<file path="src/rtl/lsu_writeback.sv">
// Load/store sequencer between the execute stage and a synchronous data memory.
// One request is in flight at a time. A store occupies 2 cycles and a load
// occupies MEM_LAT+3 cycles. Load data comes back as a one-cycle write-back
// pulse to the register file.
module lsu_writeback #(
    parameter int W       = 8,
    parameter int D       = 3,
    parameter int A       = 8,
    parameter int MEM_LAT = 2
) (
    input  logic         clk,
    input  logic         reset,
    input  logic         req_valid,
    output logic         req_ready,
    input  logic         req_store,
    input  logic [A-1:0] req_addr,
    input  logic [W-1:0] req_wdata,
    input  logic [D-1:0] req_rd,
    output logic         mem_en,
    output logic         mem_we,
    output logic [A-1:0] mem_addr,
    output logic [W-1:0] mem_wdata,
    input  logic [W-1:0] mem_rdata,
    output logic         wb_valid,
    output logic [D-1:0] wb_addr,
    output logic [W-1:0] wb_data,
    output logic         busy
);

    localparam logic [1:0] S_IDLE   = 2'd0;
    localparam logic [1:0] S_ACCESS = 2'd1;
    localparam logic [1:0] S_WAIT   = 2'd2;
    localparam logic [1:0] S_WB     = 2'd3;

    // The wait counter starts one below the latency, so the cycle in which
    // cnt reaches 0 is the cycle in which read data is valid.
    localparam logic [3:0] CNT_INIT = 4'(MEM_LAT - 1);

    logic [1:0]   state;
    logic [3:0]   cnt;
    logic         store_q;
    logic [D-1:0] rd_q;
    logic [A-1:0] addr_q;
    logic [W-1:0] wdata_q;

    // Sequencer state and latency counter.
    always_ff @(posedge clk or posedge reset) begin
        if (reset) begin
            state <= S_IDLE;
            cnt   <= 4'd0;
        end else begin
            case (state)
                S_IDLE: begin
                    if (req_valid) begin
                        state <= S_ACCESS;
                    end
                end
                S_ACCESS: begin
                    if (store_q) begin
                        state <= S_IDLE;
                    end else begin
                        state <= S_WAIT;
                        cnt   <= CNT_INIT;
                    end
                end
                S_WAIT: begin
                    if (cnt == 4'd0) begin
                        state <= S_WB;
                    end else begin
                        cnt <= cnt - 4'd1;
                    end
                end
                default: begin
                    state <= S_IDLE;
                end
            endcase
        end
    end

    // Capture the request on acceptance. mem_addr and mem_wdata come straight
    // from these registers, so they stay stable through ACCESS and WAIT.
    always_ff @(posedge clk or posedge reset) begin
        if (reset) begin
            store_q <= 1'b0;
            rd_q    <= '0;
            addr_q  <= '0;
            wdata_q <= '0;
        end else if (state == S_IDLE && req_valid) begin
            store_q <= req_store;
            rd_q    <= req_rd;
            addr_q  <= req_addr;
            wdata_q <= req_wdata;
        end
    end

    // Write-back registers load only when read data is sampled. They keep
    // their last value outside the write-back pulse.
    always_ff @(posedge clk or posedge reset) begin
        if (reset) begin
            wb_addr <= '0;
            wb_data <= '0;
        end else if (state == S_WAIT && cnt == 4'd0) begin
            wb_addr <= rd_q;
            wb_data <= mem_rdata;
        end
    end

    assign req_ready = (state == S_IDLE);
    assign busy      = ~req_ready;
    assign mem_en    = (state == S_ACCESS);
    assign mem_we    = (state == S_ACCESS) && store_q;
    assign mem_addr  = addr_q;
    assign mem_wdata = wdata_q;
    assign wb_valid  = (state == S_WB);

endmodule

</file>
<file path="config.mk">
export PLATFORM = sky130hd
export DESIGN_NAME = lsu_writeback
export DESIGN_NICKNAME = d
export VERILOG_FILES = /design/src/rtl/lsu_writeback.sv
export SDC_FILE = /design/constraint.sdc
export NUM_CORES = 1
export LEC_CHECK = 0
export CORE_MARGIN = 2
export CORE_UTILIZATION = 30
export DETAILED_ROUTE_END_ITERATION = 10
export SLEW_MARGIN = 0
export SYNTH_ARGS = -nofsm -noshare
export SYNTH_HDL_FRONTEND = slang
export SYNTH_SLANG_ARGS = --single-unit
</file>
<file path="constraint.sdc">
create_clock -name clk -period 1.84 [get_ports clk]
set_input_delay 0.184 -clock clk [delete_from_list [all_inputs] [get_ports clk]]
set_output_delay 0.184 -clock clk [all_outputs]
set_load 0.01 [all_outputs]
</file>
==> results of run 1 <==
kinds of logic (layout without fill, tap and decap cells):
group | Yosys count | in the layout | share of synthesized area (%)
buf+inv | 12 | 85 | 2.98
fa+ha+maj | 7 | 7 | 5.49
simple gates | 11 | 11 | 4.79
mux | 32 | 32 | 22.5
compound gates | 12 | 12 | 6.20
flops | 37 | 37 | 58.0
how the worst max path moves through the flow:
stage	startpoint	end	slack [ns]
after detailed placement	cnt[1]	state[1]	0.10
after CTS	state[1]	mem_we	-0.005
after global routing	cnt[1]	state[1]	0.004
final	cnt[1]	state[1]	0.07
after global placement	cnt[0]	state[1]	0.20
after floorplan	state[0]	mem_addr[4]	0.21
registers in the layout (all words and copies together) (netlist names):
signal     cells
state          2
mem_wdata      8
mem_addr       8
wb_addr        3
store_q        1
rd_q           3
cnt            4
wb_data        8
tightest hold or removal path, delay by kind of cell:
| kind | cells | cell delay, ns |
|---|---|---|
| buf+inv | 3 | 0.87 |
layer usage:
metal  up-vias  part of all wire, %
met5         -                    0
met4         0                  1.4
met3         5                  5.8
met2        46                   55
met1       555                   38
li1        534                    -
metrics by stage:
stage               power [mW]  std cells  instance area, um^2
finish                    4.07        254                 2440
global route              4.37        254                 2440
CTS                       4.12        253                 2420
detailed placement        3.53        243                 2330
global placement          3.43        243                 2330
floorplan                 2.49        111                 1600
placed cells by master (no fill, tap or decap), drive strengths merged:
master | netlist | layout
a2111o | 1 | 1
a2111oi | 1 | 1
a21boi | 1 | 1
a21oi | 2 | 2
a32o | 1 | 1
a41o | 1 | 1
and2 | 2 | 2
buf | 2 | 7
clkbuf | 2 | 8
clkdlybuf4s50 | 0 | 60
dfrtp | 37 | 37
dlygate4sd2 | 0 | 1
dlymetal6s2s | 0 | 1
ha | 7 | 7
inv | 8 | 8
mux2 | 31 | 31
mux2i | 1 | 1
nand2 | 2 | 2
nand2b | 1 | 1
nand4 | 1 | 1
nand4b | 1 | 1
nand4bb | 1 | 1
nor2b | 1 | 1
nor4 | 1 | 1
o21a | 2 | 2
o21ai | 1 | 1
o21bai | 1 | 1
o31ai | 1 | 1
or3b | 1 | 1
cell type report:
| type | count | area share (%) |
|---|---|---|
| Clock buffer | 8 | 3.29 |
| Tap cell | 70 | 3.59 |
| Sequential cell | 37 | 38.0 |
| Multi-Input combinational cell | 62 | 25.7 |
| Timing Repair Buffer | 69 | 28.2 |
| Inverter | 8 | 1.23 |
repair_timing:
item                                    CTS  global route
resized for setup                         2             4
endpoints found under the hold margin     0             0
pin swaps                                 0             0
cloned                                    0             0
buffers inserted                          2             1
endpoints found under the setup margin    3             3
power by group:
part	leakage (nW)	internal, mW	switching (mW)
clock	0.0395	0.269	0.253
combinational	0.572	1.25	0.829
sequential	0.441	1.23	0.236
total	1.05	2.75	1.32
==> impl_results.md, run 1 <==
* Final nets at 221
* Placement Setup Slack at between 0.1 and 0.15 ns
* Leakage power at 1.05 nW
* Num CTS Buffers at 5
* Fill count at 464
* Post-synth EDFFs at 0
* Initial Util at a little under a third
* DRT antenna net count at 0
* Worst Skew at between 0.003 and 0.004 ns
* Antenna diodes at 0
* Setup CP Type: flop to flop
* Most common flop cell mapped by yosys: dfrtp_1
* Top cells by area, synth: dfrtp_1, mux2_2, ha_1, mux2_1, inv_1
* # setup viols final at 0
* Max incr delay on CP at 0.43 ns
* Total Wirelength at between 3000 and 4000 um
* Top Family by Delay on Critical Path: compound AO/OA/AOI/OAI gates
* Sequential share of the synthesized area at 58.0%
* Initial antenna violation count at 0
* Unrepaired setup endpoints after global routing: no
* I/O Pins at 63
* Congestion Overflow GR at 0
* Largest net degree at the start of global routing at 38
* Crit-path max FO at 4
* Longest Clk Path Bufs at 2
* RR Startpoint: cnt[1]
* CTS tree: done
* MaxCap Viol Count at 0
* Async set or reset register ratio after synthesis at 100%
* Fmax achieved at around 0.56 GHz
* Share of the synthesized area in the top cell type at 58.0%
* Syn Nets at 149
* Reg area at a little over 900 um^2
* FF-to-FF setup slack at approximately 0.07 ns
* CP max-delay cell: a2111o_1
* Worst hold path type: input pin to asynchronous set/reset pin
* Gr busiest metal: met2
* Global Route Usage Sum at 13.0%
* Syn Area/Cell at 14.4 um^2
* Netlist cell types at 27
* Cell Area, Synth at roughly 1600 um^2
* Reg clk slew, reported paths at ~0.07 ns
* Synth-to-layout area growth at 52.8%
* Hold Vio Cnt, Final at 0
* CP Depth at 5
* First-pass GRT wire length at slightly above 6000 um
* Hold_buf cts at 0
* Total negative slack at 0 ns
* Period minus WS final at between 1.5 and 2 ns
* Critical Path RT at ~2.0 ns
* Die area at about 6000 um^2
* Met1 Resource Use GR at 13.1%
* Fin. max-slew vios at 0
* Vias per inst at approximately 4.5
* Reg2Reg Capture Point: state[1]
* Final worst-path cycle share at approximately 96%
* Residual DRC at 0
* Synthesized flop and latch total at 37
* H-tree levels at 2
* Status: finished, final reports clean
* Core area at about 5000 um^2
* Most frequent cell after synthesis: dfrtp_1
* Synth Warn # at 0
* Crit path buf inv count at 1
* Root buffer cell: clkbuf_8
* Met2 usage at approximately 24%
* Vias in the first global route at ~1,400
* Worst setup EP type: flop
* Multi-input gate area at 627 um^2
* Met3 usage at 4.00%
* Gpl congestion at 0.836
* DR iter-0 viols at 45
* Fin util at between 40 and 50%
* DR WL/cell at 13.8 um
* Worst-Margin Slew at 0.467 ns
* DP HPWL at 2580 um
* DR pass1 iterations at 4
* Final setup margin at between 0.06 and 0.07 ns
* Sequence of cells on the critical path: inv_1 -> ha_1 -> or3b_4 -> a2111o_1 -> o21a_1
* Input/output buffers at 62
* Hold WS at 0.332 ns
* Peak supply drop at 0.000634 V
* Latest clock arrival within the worst-skew pair at between 0.2 and 0.3 ns
* Layout cell share with drive strength beyond 1 at between 20 and 25%
* Rows at 26
* CP arrival at between 1.5 and 2 ns
* Post-synth top cells: dfrtp_1, mux2_2, inv_1
* Crit path launch type: flop
* Worst reg2reg path depth at 5
* Sink Count at 37
* Rel. slew slack at 68.9%
* Pwr/cell area at approximately 1700 nW/um^2
* Die width at approximately 77 um
* Via count at ~1,100
* Chip Height at just under 80 um
* Largest area contributor in the netlist: dfrtp_1
* Cells after Synth at between 100 and 150
(Power assumes the default switching activity.)
==> run 2, diff against run 1 <==
ABC_CLOCK_PERIOD_IN_PS = 1840   (was default)
GPL_TIMING_DRIVEN = 0   (was default)
PLACE_DENSITY = 0.63   (was default)
==> impl_results.md, run 2 (same netlist as run 1, synthesis figures left out) <==
* First-pass GRT wire length at 6270 um (was 6080 um)
* Gpl congestion at 0.814 (was 0.836)
* Worst Skew at 0.00500 ns (was 0.00364 ns)
* Pwr/cell area at 1700 nW/um^2 (was 1670 nW/um^2)
* Switch share at 33.3% (was 32.4%)
* Latest clock arrival within the worst-skew pair at 0.28 ns (about the same)
* Vias per inst at 4.51 (was 4.49)
* Worst setup EP type: primary output (was flop)
* # setup viols final at 0 (unchanged)
* Synth-to-layout area growth at 51.8% (was 52.8%)
* Via count at 1,131 (was 1,140)
* DR pass1 iterations at 3 (was 4)
* Top Family by Delay on Critical Path: buffers and inverters (was compound AO/OA/AOI/OAI gates)
* Crit path launch type: flop (unchanged)
* Global Route Usage Sum at 13.5% (was 13.0%)
* Clock Power Share at 14.0% (was 12.8%)
* Layout cell share with drive strength beyond 1 at 25.4% (was 24.5%)
* Pint at 2.75 mW (about the same)
* Crit path buf inv count at 2 (was 1)
* Initial Util at 31.2% (unchanged)
* Final nets at 219 (was 221)
* Input/output buffers at 62 (unchanged)
* Core area at 5110 um^2 (unchanged)
* Sink Count at 37 (unchanged)
* Max incr delay on CP at 0.53 ns (was 0.43 ns)
* Reg2Reg Capture Point: state[1] (unchanged)
* Fin util at 47.4% (was 47.7%)
* Initial antenna violation count at 0 (unchanged)
* Commonest non-fill, non-tap cell in the layout: clkdlybuf4s50_1 (unchanged)
* Root buffer cell: clkbuf_8 (unchanged)
* Vias in the first global route at 1,320 (was 1,371)
* RR Startpoint: cnt[0] (was cnt[1])
* Fmax achieved at 0.563 GHz (was 0.565 GHz)
* I/O Pins at 63 (unchanged)
* Sw Pwr at 1.37 mW (was 1.32 mW)
* Worst reg2reg path depth at 5 (unchanged)
* Antenna diodes at 0 (unchanged)
* H-tree levels at 2 (unchanged)
* Largest net degree at the start of global routing at 38 (unchanged)
* Period minus WS final at 1.78 ns (was 1.77 ns)
* Peak supply drop at 0.000861 V (was 0.000634 V)
* DR WL/cell at 14.4 um (was 13.8 um)
* Fin. max-slew vios at 0 (unchanged)
* DP HPWL at 2710 um (was 2580 um)
* Total negative slack at 0 ns (unchanged)
* CP max-delay cell: clkdlybuf4s50_1 (was a2111o_1)
* FF-to-FF setup slack at 0.07 ns (about the same)
* Num CTS Buffers at 5 (unchanged)
* Reg clk slew, reported paths at 0.07 ns (about the same)
* Leakage power at 1.03 nW (was 1.05 nW)
* Worst hold path type: input pin to asynchronous set/reset pin (unchanged)
* DRT antenna net count at 0 (unchanged)
* Hold_buf cts at 0 (unchanged)
* Final worst-path cycle share at 96.6% (was 96.3%)
* Flop pwr share at 36.0% (about the same)
* Setup CP Type: flop to primary output (was flop to flop)
* CTS tree: done (unchanged)
* DR iter-0 viols at 37 (was 45)
* Die width at 76.9 um (unchanged)
* Status: finished, final reports clean (unchanged)
* Most frequent cells in the layout: clkdlybuf4s50_1, dfrtp_1, mux2_2 (unchanged)
* Crit-path max FO at 4 (unchanged)
* Sequence of cells on the critical path: inv_2 -> ha_4 -> and2_1 -> clkdlybuf4s50_1 (was inv_1 -> ha_1 -> or3b_4 -> a2111o_1 -> o21a_1)
* Total Wirelength at 3600 um (was 3510 um)
* Die area at 5920 um^2 (unchanged)
* Congestion Overflow GR at 0 (unchanged)
* MaxCap Viol Count at 0 (unchanged)
* Longest Clk Path Bufs at 2 (unchanged)
* CP arrival at 1.59 ns (was 1.94 ns)
* Chip Height at 76.9 um (unchanged)
* Hold WS at 0.347 ns (was 0.332 ns)
* Rel. slew slack at 49.8% (was 68.9%)
* Residual DRC at 0 (unchanged)
* Rows at 26 (unchanged)
* Comb power frac at 50.0% (was 51.2%)
* Hold Vio Cnt, Final at 0 (unchanged)
* Unrepaired setup endpoints after global routing: no (unchanged)
* Worst-Margin Slew at 0.751 ns (was 0.467 ns)
* Critical Path RT at 1.66 ns (was 2.01 ns)
run 2: power groups by stage:
stage | Clock (mW) | Sequential [mW] | Combinational [mW]
global route | 0.653 | 1.54 | 2.23
global placement | 0 | 1.46 | 1.94
finish | 0.576 | 1.48 | 2.06
CTS | 0.597 | 1.47 | 2.07
floorplan | 0 | 1.60 | 0.895
detailed placement | 0 | 1.49 | 2.02
run 2: how the worst max path moves through the flow:
stage / start / endpoint / cells after the start / slack (ns)
after floorplan: state[0] / mem_addr[4] / 5 / 0.21
after global placement: state[0] / mem_addr[7] / 5 / 0.07
after detailed placement: state[1] / mem_addr[5] / 5 / -0.05
after CTS: state[1] / mem_we / 4 / -0.01
after global routing: cnt[0] / wb_data[1] / 5 / 0.02
final: state[1] / mem_we / 4 / 0.06
run 2: area by class of cell:
type	count	area, um^2
inverters	8	30.0
multi-input cells	62	637
clock buffers	6	82.6
repair buffers	63	631
well taps	70	87.6
fillers	461	2690
plain buffers	4	18.8
flip-flops and latches	37	927
clock inverters	1	7.51
run 2: metrics by stage:
| step | instance area, um^2 | total power [mW] | std cells | setup slack (ns) |
|---|---|---|---|---|
| 2_1_floorplan | 1600 | 2.49 | 111 | 0.209 |
| 3_3_place_gp | 2300 | 3.40 | 243 | 0.0653 |
| 3_5_place_dp | 2300 | 3.51 | 243 | -0.0487 |
| 4_1_cts | 2410 | 4.14 | 251 | -0.0139 |
| 5_1_grt | 2420 | 4.42 | 251 | 0.0172 |
| 6_report | 2420 | 4.12 | 251 | 0.0631 |
run 2: timing repair:
action,CTS,global route
setup buffers,1,0
resized for setup,3,5
gates cloned,0,0
pin swaps,0,0
endpoints found under the setup margin,13,9
run 2: layer usage:
metal  routed length [um]  up-vias  global-route usage [%]  part of all wire [%]
met5                    0        -                       0                     0
met4                   36        0                    3.64                   1.0
met3                  296        5                    5.76                   8.2
met2                 1880       43                    23.8                    52
met1                 1390      553                    14.8                    38
li1                     -      530                       -                     -
==> RTL edit (flow settings as in run 2) <==
Set the parameter `A` to 10 (it was 8).
--- a/src/rtl/lsu_writeback.sv
+++ b/src/rtl/lsu_writeback.sv
@@ -5,7 +5,7 @@
 module lsu_writeback #(
     parameter int W       = 8,
     parameter int D       = 3,
-    parameter int A       = 8,
+    parameter int A       = 10,
     parameter int MEM_LAT = 2
 ) (
     input  logic         clk,
Interface: changed (resized mem_addr and req_addr); port bits go from 63 to 67. No check against the original RTL was run, so the function may have changed too.
==> RTL edit against run 2 <==
Wire length up 2.6%. Sequential cell count up 2. Power up 10%. Design area up 8.1%. Count of clock-buffer cells in the layout unchanged. Area after synthesis up 6.6%. Worst setup slack better by 28 ps. Largest power group unchanged.
==> RTL edit: results (changes against run 2) <==
[power]
leakagePower_nw = 1.111  ; was 1.026 nW
net_switching_power_of_the_design_mw = 1.442  ; was 1.370 mW
peakVddDrop_mv = 0.5504  ; was 0.8613 mV

[drt]
m1WireLength_um = 1424  ; was 1385 um
number_of_drc_markers_in_iteration_0 = 21  ; was 37
drt_pass1_iterations = 4  ; was 3
route.met2.wl_um = 2067  ; was 1884 um
top_layer = met4  ; unchanged
finalWirelength_um = 3694  ; was 3602 um
vias_per_cell = 4.502  ; was 4.506
sum_of_met3_wire_segment_lengths_after_detailed_routing_um = 136  ; was 296 um

[clock_tree]
cts_made_buffers = 5  ; unchanged
path_clk_slew_ps = 70  ; about the same
cts.root.buffer_cell = sky130_fd_sc_hd__clkbuf_8  ; unchanged

[placed_design]
port-buffer-count = 66  ; was 62
gp_congestion = 0.8130  ; was 0.8140
numPlacedInstances = 254  ; was 243
placed_cell_area_mm2 = 0.002451  ; was 0.002303 mm2
pre_cts_slack_ps = -80.70  ; was -48.73 ps
dp.final_hpwl_um = 2845  ; was 2713 um

[setup_path]
r2r_slack_ps = 110  ; was 70 ps
critPathMaxStageDelay_ps = 470  ; was 530 ps
cp_slowest_cell = sky130_fd_sc_hd__clkdlybuf4s50_1  ; unchanged
worstPathArrival_ps = 1560  ; was 1590 ps
path_max_fanout = 5  ; was 4

[logic_synthesis]
synth_cell_type_count = 26  ; was 27
post_synth_most_frequent_cells = sky130_fd_sc_hd__dfrtp_1, sky130_fd_sc_hd__mux2_2, sky130_fd_sc_hd__inv_1  ; unchanged
mappedNetlistNets = 156  ; was 149
seq_area_frac_synth_pct = 57.40  ; was 58.04%
synth.area.top_cells = sky130_fd_sc_hd__dfrtp_1, sky130_fd_sc_hd__mux2_2, sky130_fd_sc_hd__ha_1  ; unchanged
syn-mean-instance-area_um2 = 14.66  ; was 14.37 um2

[final_layout]
fillerInstances = 497  ; was 461
fraction_of_layout_cells_with_a_size_suffix_above_1_pct = 29.84  ; was 25.41%
post_layout_nonfiller_instances = 263  ; was 251
design.final.nets = 231  ; was 219

[global_route]
gr-usage-met2_pct = 23.22  ; was 23.77%
use_met3_pct = 2.841  ; was 5.765%
grt_first_pass_wirelength_um = 6058  ; was 6265 um
maximum_number_of_pins_on_one_net_before_global_route_repair = 40  ; was 38
first_global_vias = 1262  ; was 1320
globalRouteTotalUtil_pct = 12.52  ; was 13.50%
met1_usage_pct = 13.62  ; was 14.85%

[sta]
clock-skew-final_ps = 5.042  ; was 5.000 ps
holdWs_ps = 371.5  ; was 346.8 ps
timing.final.crit_period_ps = 1749  ; was 1777 ps
worst_slew_pin_slew_ps = 803.4  ; was 751.2 ps

[run_status]
status = finished, final reports clean  ; unchanged

[RTL edit: area by class of cell]
class,count,area [um2],share of cell area [%]
clock inverters,1,30.03,1.148
plain buffers,3,17.52,0.6695
flip-flops and latches,39,978.4,37.40
inverters,8,30.03,1.148
clock buffers,6,72.57,2.774
well taps,72,90.09,3.443
multi-input cells,66,704.4,26.92
repair buffers,68,693.2,26.49
[RTL edit: timing repair]
item | CTS | global route
setup endpoints to repair | 11 | 11
gates resized for setup | 6 | 5
setup buffers | 1 | 1
hold buffers | 0 | 0
[RTL edit: power groups by stage]
stage | Sequential, mW | Combinational, mW | Clock (mW)
floorplan | 1.69 | 1.02 | 0
global placement | 1.55 | 2.13 | 0
detailed placement | 1.59 | 2.20 | 0
CTS | 1.58 | 2.28 | 0.701
global route | 1.64 | 2.47 | 0.731
finish | 1.57 | 2.29 | 0.675
[RTL edit: final timing paths]
check                                   from  depth (start not counted)     endpoint
worst max-delay path                state[0]                          4         busy
worst min-delay path                   reset                          2  mem_addr[4]
worst max register to register        cnt[0]                          5     state[0]
worst min register to register    wb_data[1]                          1   wb_data[1]
max in group asynchronous              reset                          2     state[0]
min in group clk                mem_rdata[1]                          2   wb_data[1]
[RTL edit: worst register-to-register path: stages (launching register included)]
cell                      delay [ps]
sky130_fd_sc_hd__dfrtp_1         420
sky130_fd_sc_hd__inv_1           100
sky130_fd_sc_hd__ha_1            190
sky130_fd_sc_hd__or3b_4          420
sky130_fd_sc_hd__a21oi_1         280
sky130_fd_sc_hd__mux2i_1         240
[RTL edit: kinds of logic after synthesis]
logic type               Yosys count  synth area share [%]
AO/OA/AOI/OAI                     12                 6.843
adder cells (fa/ha/maj)            7                 5.151
buffers and inverters             11                 2.796
flip-flops                        39                 57.40
multiplexers                      35                 23.11
AND/OR/NAND/NOR                   12                 4.711
